### src/rtl/tile_pkg.sv
// Shared definitions for the tile map path feeding display_controller.
// Holds the block IDs, the visible-area and tile geometry, the level loader
// FSM encoding, and the helpers that turn a (row, col) pair into a map
// index and that define the level ROM contents.
package tile_pkg;

  localparam int TILE_SIZE  = 32;
  localparam int H_START    = 144;
  localparam int V_START    = 35;
  localparam int H_VISIBLE  = 640;
  localparam int V_VISIBLE  = 480;
  localparam int TILE_COLS  = 20;
  localparam int TILE_ROWS  = 15;
  localparam int MAP_DEPTH  = TILE_COLS * TILE_ROWS;
  localparam int LEVEL_BITS = 2;

  typedef enum logic [2:0] {
    AIR        = 3'd0,
    FOREGROUND = 3'd1,
    HALF_SLAB  = 3'd2,
    DOOR       = 3'd3
  } block_t;

  typedef enum logic [1:0] {
    ST_IDLE  = 2'd0,
    ST_LOAD  = 2'd1,
    ST_FLUSH = 2'd2
  } fetch_state_t;

  // row*20 + col built from shifts so no multiplier is needed.
  function automatic logic [8:0] tile_index(input logic [3:0] row,
                                            input logic [4:0] col);
    tile_index = {1'b0, row, 4'b0000} + {3'b000, row, 2'b00} + {4'b0000, col};
  endfunction

  // Level contents: a scrambled pattern per level, (idx + idx/8 + 3*level)
  // mod 4, with a few fixed landmarks in level 0 (top-left foreground,
  // half slab at col 5 row 2, door at the bottom-right tile). Entries past
  // the 300 used tiles read as air.
  function automatic logic [2:0] level_tile(input logic [1:0] level,
                                            input logic [8:0] idx);
    logic [1:0] mix;
    mix = idx[1:0] + idx[4:3] + {level[0], 1'b0} + level;
    if (idx >= 9'(MAP_DEPTH))
      level_tile = AIR;
    else if (level == 2'd0 && idx == 9'd0)
      level_tile = FOREGROUND;
    else if (level == 2'd0 && idx == 9'd45)
      level_tile = HALF_SLAB;
    else if (level == 2'd0 && idx == 9'd299)
      level_tile = DOOR;
    else
      level_tile = {1'b0, mix};
  endfunction

endpackage

### src/rtl/level_rom.sv
// Level ROM: 4 levels x 512 entries of 3-bit block IDs, synchronous read
// with one cycle of latency.
// Ports:
//   clk   - system clock
//   addr  - {level, tileIdx}, 11 bits
//   data  - block ID at addr, valid the cycle after addr is presented
module level_rom
  import tile_pkg::*;
(
  input  logic        clk,
  input  logic [10:0] addr,
  output logic [2:0]  data
);

  // Registered read; the contents are a fixed table so no reset is needed.
  always_ff @(posedge clk) begin
    data <= level_tile(addr[10:9], addr[8:0]);
  end

endmodule

### src/rtl/level_tile_fetcher.sv
// Converts the live VGA scan position into the block ID of the 32x32 tile
// under the beam, owns the writable 20x15 tile map, and copies a level from
// the level ROM into that map on request. Game logic may clear single tiles.
// Ports:
//   clk, rst          - clock, asynchronous active-high reset
//   hCount, vCount    - current scan position
//   loadReq, levelId  - pulse to start loading level levelId
//   clearReq          - pulse to clear the tile at (clearCol, clearRow)
//   clearCol/Row      - tile coordinates to clear
//   loadBusy          - high while the map is being (re)loaded
//   loadDone          - one-cycle pulse when a load completes
//   blockType         - block ID under the beam, two cycles after hCount/vCount
module level_tile_fetcher
  import tile_pkg::*;
(
  input  logic                  clk,
  input  logic                  rst,
  input  logic [9:0]            hCount,
  input  logic [9:0]            vCount,
  input  logic                  loadReq,
  input  logic [LEVEL_BITS-1:0] levelId,
  input  logic                  clearReq,
  input  logic [4:0]            clearCol,
  input  logic [3:0]            clearRow,
  output logic                  loadBusy,
  output logic                  loadDone,
  output logic [2:0]            blockType
);

  logic [2:0] map_ram [0:511];

  fetch_state_t          state;
  logic [8:0]            load_addr;
  logic [LEVEL_BITS-1:0] level_q;
  logic                  pend_valid;
  logic [8:0]            pend_addr;
  logic [2:0]            rom_data;

  logic [9:0] h_off;
  logic [9:0] v_off;
  logic       in_field;
  logic [8:0] scan_idx;
  logic       in_field_q;
  logic [8:0] idx_q;

  logic       clear_ok;
  logic [8:0] clear_idx;
  logic       wr_en;
  logic [8:0] wr_addr;
  logic [2:0] wr_data;

  level_rom u_rom (
    .clk  (clk),
    .addr ({level_q, load_addr}),
    .data (rom_data)
  );

  // Below-start positions wrap to large offsets, but the lower-bound compare
  // already rejects them, so the wrapped offset never reaches the index.
  assign h_off    = hCount - 10'(H_START);
  assign v_off    = vCount - 10'(V_START);
  assign in_field = (hCount >= 10'(H_START)) && (h_off < 10'(H_VISIBLE)) &&
                    (vCount >= 10'(V_START)) && (v_off < 10'(V_VISIBLE));
  assign scan_idx = tile_index(v_off[8:5], h_off[9:5]);

  // Stage 1: register field membership and the tile index.
  always_ff @(posedge clk or posedge rst) begin
    if (rst) begin
      in_field_q <= 1'b0;
      idx_q      <= '0;
    end else begin
      in_field_q <= in_field;
      idx_q      <= scan_idx;
    end
  end

  // Stage 2: map read. Nonblocking semantics give old data when the same
  // address is written on this edge. The map is hidden while it is reloading.
  always_ff @(posedge clk or posedge rst) begin
    if (rst)
      blockType <= AIR;
    else if (in_field_q && !loadBusy)
      blockType <= map_ram[idx_q];
    else
      blockType <= AIR;
  end

  assign clear_ok  = (clearCol < 5'(TILE_COLS)) && (clearRow < 4'(TILE_ROWS));
  assign clear_idx = tile_index(clearRow, clearCol);

  // Single write port: the delayed ROM write of a load has priority; clears
  // are only possible in IDLE, when no ROM write is pending, and a load
  // request in the same cycle suppresses the clear.
  always_comb begin
    wr_en   = 1'b0;
    wr_addr = pend_addr;
    wr_data = rom_data;
    if (pend_valid) begin
      wr_en = 1'b1;
    end else if (state == ST_IDLE && clearReq && !loadReq && clear_ok) begin
      wr_en   = 1'b1;
      wr_addr = clear_idx;
      wr_data = AIR;
    end
  end

  always_ff @(posedge clk) begin
    if (wr_en)
      map_ram[wr_addr] <= wr_data;
  end

  // Loader FSM. LOAD issues one ROM read per cycle; the data comes back a
  // cycle later and is written to the address remembered in pend_addr.
  // FLUSH exists only to retire the write for the last address.
  always_ff @(posedge clk or posedge rst) begin
    if (rst) begin
      state      <= ST_LOAD;
      load_addr  <= '0;
      level_q    <= '0;
      pend_valid <= 1'b0;
      pend_addr  <= '0;
      loadBusy   <= 1'b1;
      loadDone   <= 1'b0;
    end else begin
      loadDone <= 1'b0;
      case (state)
        ST_IDLE: begin
          pend_valid <= 1'b0;
          if (loadReq) begin
            level_q   <= levelId;
            load_addr <= '0;
            loadBusy  <= 1'b1;
            state     <= ST_LOAD;
          end
        end
        ST_LOAD: begin
          pend_valid <= 1'b1;
          pend_addr  <= load_addr;
          load_addr  <= load_addr + 9'd1;
          if (load_addr == 9'(MAP_DEPTH - 1))
            state <= ST_FLUSH;
        end
        ST_FLUSH: begin
          pend_valid <= 1'b0;
          loadDone   <= 1'b1;
          loadBusy   <= 1'b0;
          state      <= ST_IDLE;
        end
        default: begin
          pend_valid <= 1'b0;
          loadBusy   <= 1'b0;
          state      <= ST_IDLE;
        end
      endcase
    end
  end

endmodule

### config.mk
export PLATFORM = sky130hd
export DESIGN_NAME = level_tile_fetcher
export DESIGN_NICKNAME = d
export VERILOG_FILES = /design/src/rtl/tile_pkg.sv /design/src/rtl/level_rom.sv /design/src/rtl/level_tile_fetcher.sv
export SDC_FILE = /design/constraint.sdc
export NUM_CORES = 1
export LEC_CHECK = 0
export CAP_MARGIN = 5
export CORE_MARGIN = 1
export CORE_UTILIZATION = 32
export CTS_CLUSTER_DIAMETER = 150
export CTS_CLUSTER_SIZE = 8
export DETAILED_ROUTE_END_ITERATION = 7
export MAX_ROUTING_LAYER = met4
export PLACE_DENSITY_LB_ADDON = 0.2
export SLEW_MARGIN = 20
export SYNTH_ARGS = -nofsm -noshare
export SYNTH_HDL_FRONTEND = slang
export SYNTH_SLANG_ARGS = --single-unit
### constraint.sdc
create_clock -name clk -period 11.1 [get_ports clk]
set_input_delay 2.775 -clock clk [delete_from_list [all_inputs] [get_ports clk]]
set_output_delay 2.775 -clock clk [all_outputs]
set_load 0.05 [all_outputs]
Yosys cells after proc, flatten, opt, wreduce, memory -nomap -nowiden
Memories as Yosys holds them, arrays and structs flattened.
Index checks and enable logic that the tools add are counted.
{"block": "word_totals", "ff_bits": 41, "latch_bits": 0, "mem_bits_rw": 1536, "mem_bits_ro": 0, "inputBits": 35, "out_inout_bits": 5, "memories": 1}
{"block": "classes", "addsub": 10, "mul": 0, "div_mod_pow": 0, "n_lt_le_gt_ge": 7, "eq_ne": 6, "shifts": 0, "mux": 21, "bitwise_logic": 1, "n_reduce_logical": 23}
{"memory": "map_ram", "words": 512, "width": 3, "rd": 1, "rd_ports_with_merged_regs": 0, "write_ports": 1, "line_no": "level_tile_fetcher.sv:30", "text": "logic [2:0] map_ram [0:511];"}
{"op": "9-bit two-way mux", "n": 3}
{"op": "8-bit by 6-bit adder with 9-bit output", "n": 2}
{"op": "9-bit by 5-bit adder with 9-bit output", "n": 2}
{"op": "9-bit one-hot mux with 2 select lines", "n": 1}
{"op": "1-bit logical AND", "n": 11}
{"op": "10-bit by 6-bit >= comparator with 1-bit output (second input constant)", "n": 1}
{"op": "10-bit by 8-bit >= comparator with 1-bit output (second input constant)", "n": 1}
{"op": "10-bit less-than comparator (second input constant)", "n": 1}
{"op": "10-bit by 9-bit less-than comparator with 1-bit output (second input constant)", "n": 1}
{"op": "10-bit by 6-bit subtractor with 10-bit output (second input constant)", "n": 1}
{"op": "10-bit by 8-bit subtractor with 10-bit output (second input constant)", "n": 1}
{"op": "9-bit by 1-bit adder with 9-bit output (second input constant)", "n": 1}
{"op": "9-bit by 6-bit equality test with 1-bit output (second input constant)", "n": 1}
{"op": "9-bit equality test (second input constant)", "n": 1}
{"op": "9-bit >= comparator (second input constant)", "n": 1}
{"op": "9-bit logical NOT", "n": 1}
{"op": "3-bit two-way mux", "n": 3}
{"op": "1-bit two-way mux", "n": 8}
{"op": "2-bit two-way mux", "n": 4}
{"op": "2-bit AND reduction", "n": 4}
{"op": "2-bit adder", "n": 3}
{"op": "5-bit less-than comparator (second input constant)", "n": 1}
{"op": "2-bit logical NOT", "n": 2}
{"op": "4-bit less-than comparator (second input constant)", "n": 1}
{"op": "other kinds (10)", "n": 12}

Longest topological paths before layout
Gate-level depths: netlist of the first run.
{"block": "logic_depth", "depth_word": 8, "ltp_mapped": 14, "mapped_depth_nobuf": 11}

Hierarchy
A second synthesis of the first run with hierarchy kept.
{"block": "unflattened", "hier_cells": 3561, "hier_area_um2": 64116.5}
{"mod": "level_tile_fetcher", "instances": 1, "cells_each": 3536, "area_per_inst_um2": 63893.8}
{"mod": "level_rom", "instances": 1, "cells_each": 25, "area_per_inst_um2": 222.7}

Worst setup path before layout of the first run
No wires, ideal clock.
{"block": "synth_timing", "path_type": "input-to-reg", "from": "in clearRow[1]", "to": "mem map_ram[0][0] (data pin)", "setup_ns": 1.539, "arrival_ns": 9.872, "setup_slack_ns": -0.310, "cell_stages": 4, "path_cell_list": "nand4_1 > nand4_1 > clkbuf_1 > and2_1"}
{"block": "synth_via", "elab_chain_len": 5}
{"element": "start, declared", "line_no": "level_tile_fetcher.sv:24", "text": "input logic [3:0] clearRow,"}
{"element": "4-bit less-than comparator", "line_no": "level_tile_fetcher.sv:88", "text": "assign clear_ok = (clearCol < 5'(TILE_COLS)) && (clearRow < 4'(TILE_ROWS));"}
{"element": "1-bit logical AND", "line_no": "level_tile_fetcher.sv:88"}
{"element": "1-bit logical AND", "line_no": "level_tile_fetcher.sv:100", "text": "end else if (state == ST_IDLE && clearReq && !loadReq && clear_ok) begin"}
{"element": "3-bit two-way mux", "line_no": "level_tile_fetcher.sv:100"}
{"element": "3-bit two-way mux", "line_no": "level_tile_fetcher.sv:98", "text": "if (pend_valid) begin"}
{"element": "net wr_data[0]", "line_no": "level_tile_fetcher.sv:50", "text": "logic [2:0] wr_data;"}
{"element": "end, declared", "line_no": "level_tile_fetcher.sv:30"}
The timed path passes the listed nets, and every way through them passes these cells.

Worst setup path after layout of the first run
{"block": "layout_timing", "from": "in clearRow[1]", "to": "mem map_ram[454][0], enable pin"}
{"block": "layout_via", "elab_chain_len": 7}
{"element": "parallel branches: the longest is 7 deep, another holds 8-bit by 6-bit adder with 9-bit output"}
Parallel ways; which one is timed is not known.

==> results of run 1 <==
[cell type report]
| type | instances | area (sq um) |
|---|---|---|
| fillers | 12810 | 86870 |
| flip-flops and latches | 1063 | 31730 |
| multi-input cells | 1452 | 11720 |
| clock buffers | 183 | 4026 |
| well taps | 1794 | 2245 |
| repair buffers | 76 | 743.2 |
| clock inverters | 8 | 96.34 |
| inverters | 17 | 63.81 |
[path summary, 6_finish.rpt]
kind                       depth (start not counted)                        end  slack, ns
min reg2reg                                        2   pend_addr[7]$_DFFE_PP0P_       0.48
max reg2reg                                       10     blockType[0]$_DFF_PP0_       6.14
max                                               12  map_ram[454][0]$_DFFE_PP_       4.34
min in group asynchronous                          2   load_addr[4]$_DFFE_PP0P_       2.60
min                                                2   pend_addr[7]$_DFFE_PP0P_       0.48
max in group asynchronous                          2         idx_q[0]$_DFF_PP0_       7.77
[tightest hold or removal path: stages (launching register included)]
cell	delay [ns]
dfrtp_1	0.34
nand2_1	0.05
nand2_1	0.05
[report_power, final]
part	internal (uW)	switching [uW]
clock	2500	1610
sequential	4350	53.2
combinational	297	667
total	7150	2330
[through the flow]
step	worst slack, ns	util (%)
floorplan	3.357	-
global placement	3.751	33.80
detailed placement	3.769	33.81
CTS	4.557	36.81
global route	4.294	36.82
finish	4.344	36.82
[cells in the final DEF, fill, tap and decap left out, types with 9 or more instances in the layout]
master,n
a211oi_1,25
a21oi_1,30
a22oi_1,18
a31oi_1,9
buf_4,30
clkbuf_1,26
clkbuf_16,157
clkdlybuf4s50_1,38
dfrtp_1,29
edfxtp_1,1024
ha_1,19
inv_1,14
mux2i_1,109
mux4_2,208
nand2_1,127
nand2_4,12
nand2b_1,10
nand3_1,19
nand4_1,13
nor2_1,558
nor2b_1,23
nor3_1,22
nor4_1,10
o21ai_0,41
o221ai_1,46
o22ai_1,23
xnor2_1,10
xor2_1,9
[logic make-up (layout without fill, tap and decap cells)]
family / Yosys count / count (layout) / synth area share, %
flops: 1063 / 1063 / 71.56
simple gates: 834 / 834 / 7.774
mux: 322 / 322 / 13.16
compound gates: 252 / 252 / 4.017
buf+inv: 209 / 284 / 2.349
fa+ha+maj: 24 / 24 / 0.7622
xor+xnor: 19 / 19 / 0.3754
other cells: 1 / 1 / 0.008460
[state kept, by name (all words and copies together), names as in the netlist]
signal / cells
map_ram: 1024
level_q: 2
loadDone: 1
pend_valid: 1
state: 2
idx_q: 9
loadBusy: 1
pend_addr: 9
in_field_q: 1
blockType: 2
load_addr: 9
u_rom.data: 2
[layer usage]
| layer | routed length [um] | share of wire (%) | vias to the layer above | track usage [%] |
|---|---|---|---|---|
| met5 | 0 | 0 | - | - |
| li1 | - | - | 10620 | - |
| met1 | 52250 | 43 | 13030 | 23.67 |
| met3 | 8631 | 7.1 | 213 | 3.724 |
| met2 | 57150 | 47 | 954 | 27.38 |
| met4 | 3342 | 2.8 | 0 | 5.629 |
==> flow_metrics.tcl, run 1 <==
set metrics [dict create \
    status "complete, no violations" \
    grt-ovfl-total 0 \
    slew_headroom_pct 17.91 \
    synth_area_leaders "edfxtp_1, mux4_2, nor2_1, mux2i_1, dfrtp_1" \
    chipWidth_um 374.2 \
    cp_num_buf_inv 1 \
    path_clk_slew_ns 0.05 \
    clk_latency_ns 0.73 \
    critical_path.cell_chain "clkdlybuf4s50_1, ha_1, ha_1, fa_1, a21o_1, a21oi_1, xnor2_1, mux2i_1, or2_2, nor2_1, nand2_1, nor2_1" \
    cpPeakStageDelay_ns 0.71 \
    reg2reg_from "idx_q[1]$_DFF_PP0_" \
    rsz0062_at_grt "no" \
    hpwl_um 66830 \
    syn-instance-count 2724 \
    holdBufCountCts 0 \
    syn_to_final_growth_pct 14.21 \
    ys.flop_type "edfxtp_1" \
    io_buffers 38 \
    postPlaceCellArea_sq_um 46490 \
    critPathLaunchType "input pin" \
    cp_slowest_cell "nor2_1" \
    postCtsSetupRepairBufs 0 \
    ios 40 \
    syn_nets 2783 \
    synthTopCellsByCount "edfxtp_1, nor2_1, mux4_2" \
    gp_congestion 0.7959 \
    setup_viol 0 \
    vias 24820 \
    cts-resized-gates 0 \
    crit_required_ns 11.49 \
    setup.worst_path.start "clearRow[1]" \
    grt_max_degree 247 \
    cts-root-buf "clkbuf_16" \
    drive_above_1_share_pct 16.22 \
    drc 0 \
    whs_ns 0.4784 \
    viasPerCell 5.404 \
    finalNetCount 2819 \
    setup.worst_path.class "in -> reg" \
    routed_wl_um 121400 \
    crit_path_end_kind "register" \
    yosysTopAreaCell "edfxtp_1" \
    slew_viol_final 0 \
    setup-tns-final_ns 0 \
    min_from "pend_addr[7]$_DFFE_PP0P_" \
    cts_made_buffers 150 \
    fin_skew_ns 0.02237 \
    h-tree-depth 4 \
    synthArstFlopShare_pct 3.481 \
    routedWlPerCell_um 26.43 \
    ys_warn_count 0 \
    yosysSeqAreaShare_pct 71.56 \
    synth_area_sq_um 44330 \
    cp_top_family "simple AND/OR/NAND/NOR gates" \
    synth_most_common_cell "edfxtp_1" \
    ys_types 71 \
    drtAntennaViolNets 0 \
    tightest_slew_ns 1.231 \
    core_sq_um 137500 \
    final_hold_viol_count 0 \
    cts_sinks 1063 \
    grt_pass1_vias 26150 \
    netlist.area_leader.share_pct 69.37 \
    start_util_pct 32.24 \
    p_per_area_nw_per_um2 187.2 \
    p_total_uw 9477 \
    synth_edf_count 1024 \
    dieArea_sq_um 140000 \
    max_freq_mhz 148.0 \
    hp-class "reg -> reg" \
    antenna_found_initial 3 \
    max-cap-violations 0 \
    design_area_sq_um 50620 \
    power_leakage_uw 0.01815 \
    fin_crit_ns 6.756 \
    cp.arrival_ns 7.15 \
    syn_avg_cell_area_sq_um 16.27 \
    critPathMaxFanout 16 \
    grt_first_pass_wirelength_um 176400 \
    ir_drop_uv 127.4 \
    firstDrtPassIters 7 \
    cts_tree "done" \
    placed_cells 4402 \
    post-route-period-util_pct 60.87 \
    drt_first_iter_violations 2547 \
    fin_cells 4593 \
    row_count 136 \
    dieHeight_um 374.2 \
    grt_use_total_pct 17.83 \
    num_antenna_cells 0 \
    synth-seq-cells 1063 \
    max-clock-path-buffers 3 \
]
(Power assumes the default switching activity.)
==> run 2: changes to the inputs <==
==> constraint.sdc (replaced) <==
create_clock -name clk -period 5.6 [get_ports clk]
set_input_delay 1.4 -clock clk [delete_from_list [all_inputs] [get_ports clk]]
set_output_delay 1.4 -clock clk [all_outputs]
set_load 0.05 [all_outputs]
==> run 2 against run 1 <==
Worst setup slack worse by 3.3 ns. Largest power group unchanged. Count of clock-buffer cells in the layout down 2. Cell count up 1.8%. Sequential cell count unchanged. First-iteration DRC count down 9.1%. Global-route usage up 0.76 points. Clock power up 99%. Clock skew about the same.
==> flow_metrics.tcl, run 2 (same netlist as run 1, synthesis figures left out) <==
set metrics [dict create \
    status "complete, no violations" \
    routed_wl_um 126100 \
    largest_register_ff_count 1024 \
    final_hold_viol_count 0 \
    critPathMaxFanout 16 \
    reg2reg_to "blockType[1]$_DFF_PP0_" \
    power_leakage_uw 0.01856 \
    final_common_cell "edfxtp_1" \
    dieArea_sq_um 140000 \
    num_antenna_cells 0 \
    grt_pass1_vias 26900 \
    hpwl_um 73610 \
    slew_viol_final 0 \
    chipWidth_um 374.2 \
    max-clock-path-buffers 3 \
    rsz0062_at_grt "no" \
    fin_skew_ns 0.02228 \
    switching_share_pct 25.13 \
    grt_use_total_pct 18.59 \
    register_area_sq_um 31730 \
    post-route-util_pct 37.46 \
    final_cell_mix "edfxtp_1, nor2_1, mux4_2" \
    fin_cells 4677 \
    setup.worst_path.start "clearRow[1]" \
    start_util_pct 32.24 \
    hp-class "reg -> reg" \
    regMostFlops "map_ram" \
    holdBufCountCts 0 \
    setup.worst_path.end "map_ram[449][1]$_DFFE_PP_" \
    min_from "pend_addr[7]$_DFFE_PP0P_" \
    cts_sinks 1063 \
    crit_required_ns 6.01 \
    slew_headroom_pct 25.86 \
    crit_path_end_kind "register" \
    reg2reg_depth 6 \
    p_per_area_nw_per_um2 366.7 \
    finalNetCount 2901 \
    firstDrtPassIters 5 \
    seqPwrFrac_pct 46.4 \
    reg2reg_from "idx_q[0]$_DFF_PP0_" \
    grt_max_degree 145 \
    antenna_found_initial 3 \
    max_freq_mhz 221.7 \
    ios 40 \
    drive_above_1_share_pct 18.49 \
    ir_drop_uv 331.8 \
    fin_crit_ns 4.510 \
    gp_congestion 0.7827 \
    post-route-period-util_pct 80.54 \
    clk_latency_ns 0.74 \
    grt-ovfl-total 0 \
    nFillCells 12760 \
    core_sq_um 137500 \
    cp.arrival_ns 4.92 \
    grt_first_pass_wirelength_um 183700 \
    clkPwrFrac_pct 43.2 \
    setup_viol 0 \
    multi_input_area_sq_um 11630 \
    cts_made_buffers 150 \
    postCtsSetupRepairBufs 0 \
    drtAntennaViolNets 0 \
    h-tree-depth 4 \
    ff2ff_setup_slack_ns 1.57 \
    cts-resized-gates 0 \
    drc 0 \
    internal_power_uw 14140 \
    switchingPower_uw 4748 \
    placed_cells 4484 \
    critPathLaunchType "input pin" \
    drt_first_iter_violations 2316 \
    power_frac_comb_pct 10.4 \
    setup.worst_path.class "in -> reg" \
    io_buffers 38 \
    tightest_slew_ns 1.108 \
    cts_tree "done" \
    cts-root-buf "clkbuf_16" \
    routedWlPerCell_um 26.95 \
    path_clk_slew_ns 0.05 \
    viasPerCell 5.376 \
    row_count 136 \
    dieHeight_um 374.2 \
    vias 25140 \
    syn_to_final_growth_pct 16.20 \
    max-cap-violations 0 \
]
[run 2: power groups by stage]
stage | Sequential [uW] | Combinational [uW] | Clock [uW]
3_5_place_dp | 8910 | 1980 | 0
3_3_place_gp | 8910 | 1970 | 0
6_report | 8760 | 1960 | 8160
2_1_floorplan | 8780 | 1190 | 0
4_1_cts | 8760 | 1980 | 8330
5_1_grt | 8750 | 2080 | 8640
[run 2: worst min-delay path by stage]
stage,end,slack (ns),cells after the start
after floorplan,pend_addr[7]$_DFFE_PP0P_,0.45,2
after global placement,pend_addr[6]$_DFFE_PP0P_,0.47,2
after detailed placement,pend_addr[7]$_DFFE_PP0P_,0.47,2
after CTS,pend_addr[7]$_DFFE_PP0P_,0.48,2
after global routing,pend_addr[7]$_DFFE_PP0P_,0.52,2
final,pend_addr[7]$_DFFE_PP0P_,0.48,2
[run 2: through the flow]
| stage | worst slack (ns) | power, uW | TNS [ns] | cell area (sq um) | hold slack, ns |
|---|---|---|---|---|---|
| 5_1_grt | 0.9667 | 19470 | 0 | 51500 | 0.5190 |
| 3_5_place_dp | 0.3206 | 10890 | 0 | 47360 | 0.4653 |
| 3_3_place_gp | 0.3140 | 10880 | 0 | 47360 | 0.4652 |
| 6_report | 1.090 | 18890 | 0 | 51500 | 0.4776 |
| 2_1_floorplan | -0.7684 | 9964 | -786.87 | 44330 | 0.4457 |
| 4_1_cts | 1.104 | 19080 | 0 | 51500 | 0.4778 |
[run 2: area by class of cell]
type / instances / area share, %
flip-flops and latches: 1063 / 61.61
multi-input cells: 1452 / 22.58
clock buffers: 181 / 7.638
well taps: 1794 / 4.358
repair buffers: 158 / 3.289
clock inverters: 12 / 0.4033
inverters: 17 / 0.1239
[run 2: per-layer routing]
metal / part of all wire [%] / vias to the layer above / track usage, % / wire [um]
li1: - / 10770 / - / -
met1: 43 / 13320 / 24.19 / 53640
met2: 49 / 878 / 29.83 / 61650
met3: 6.7 / 177 / 3.544 / 8391
met4: 1.9 / 0 / 4.810 / 2368
met5: 0 / - / - / 0
[run 2: worst max-delay path: stages]
cell	delay (ns)
clkdlybuf4s50_1	0.53
ha_1	0.25
ha_1	0.21
fa_1	0.50
a21o_1	0.19
a21oi_1	0.17
xnor2_1	0.15
mux2i_1	0.21
or2_2	0.35
nor2_1	0.23
buf_4	0.24
nand2_1	0.08
buf_4	0.21
nor2_1	0.20
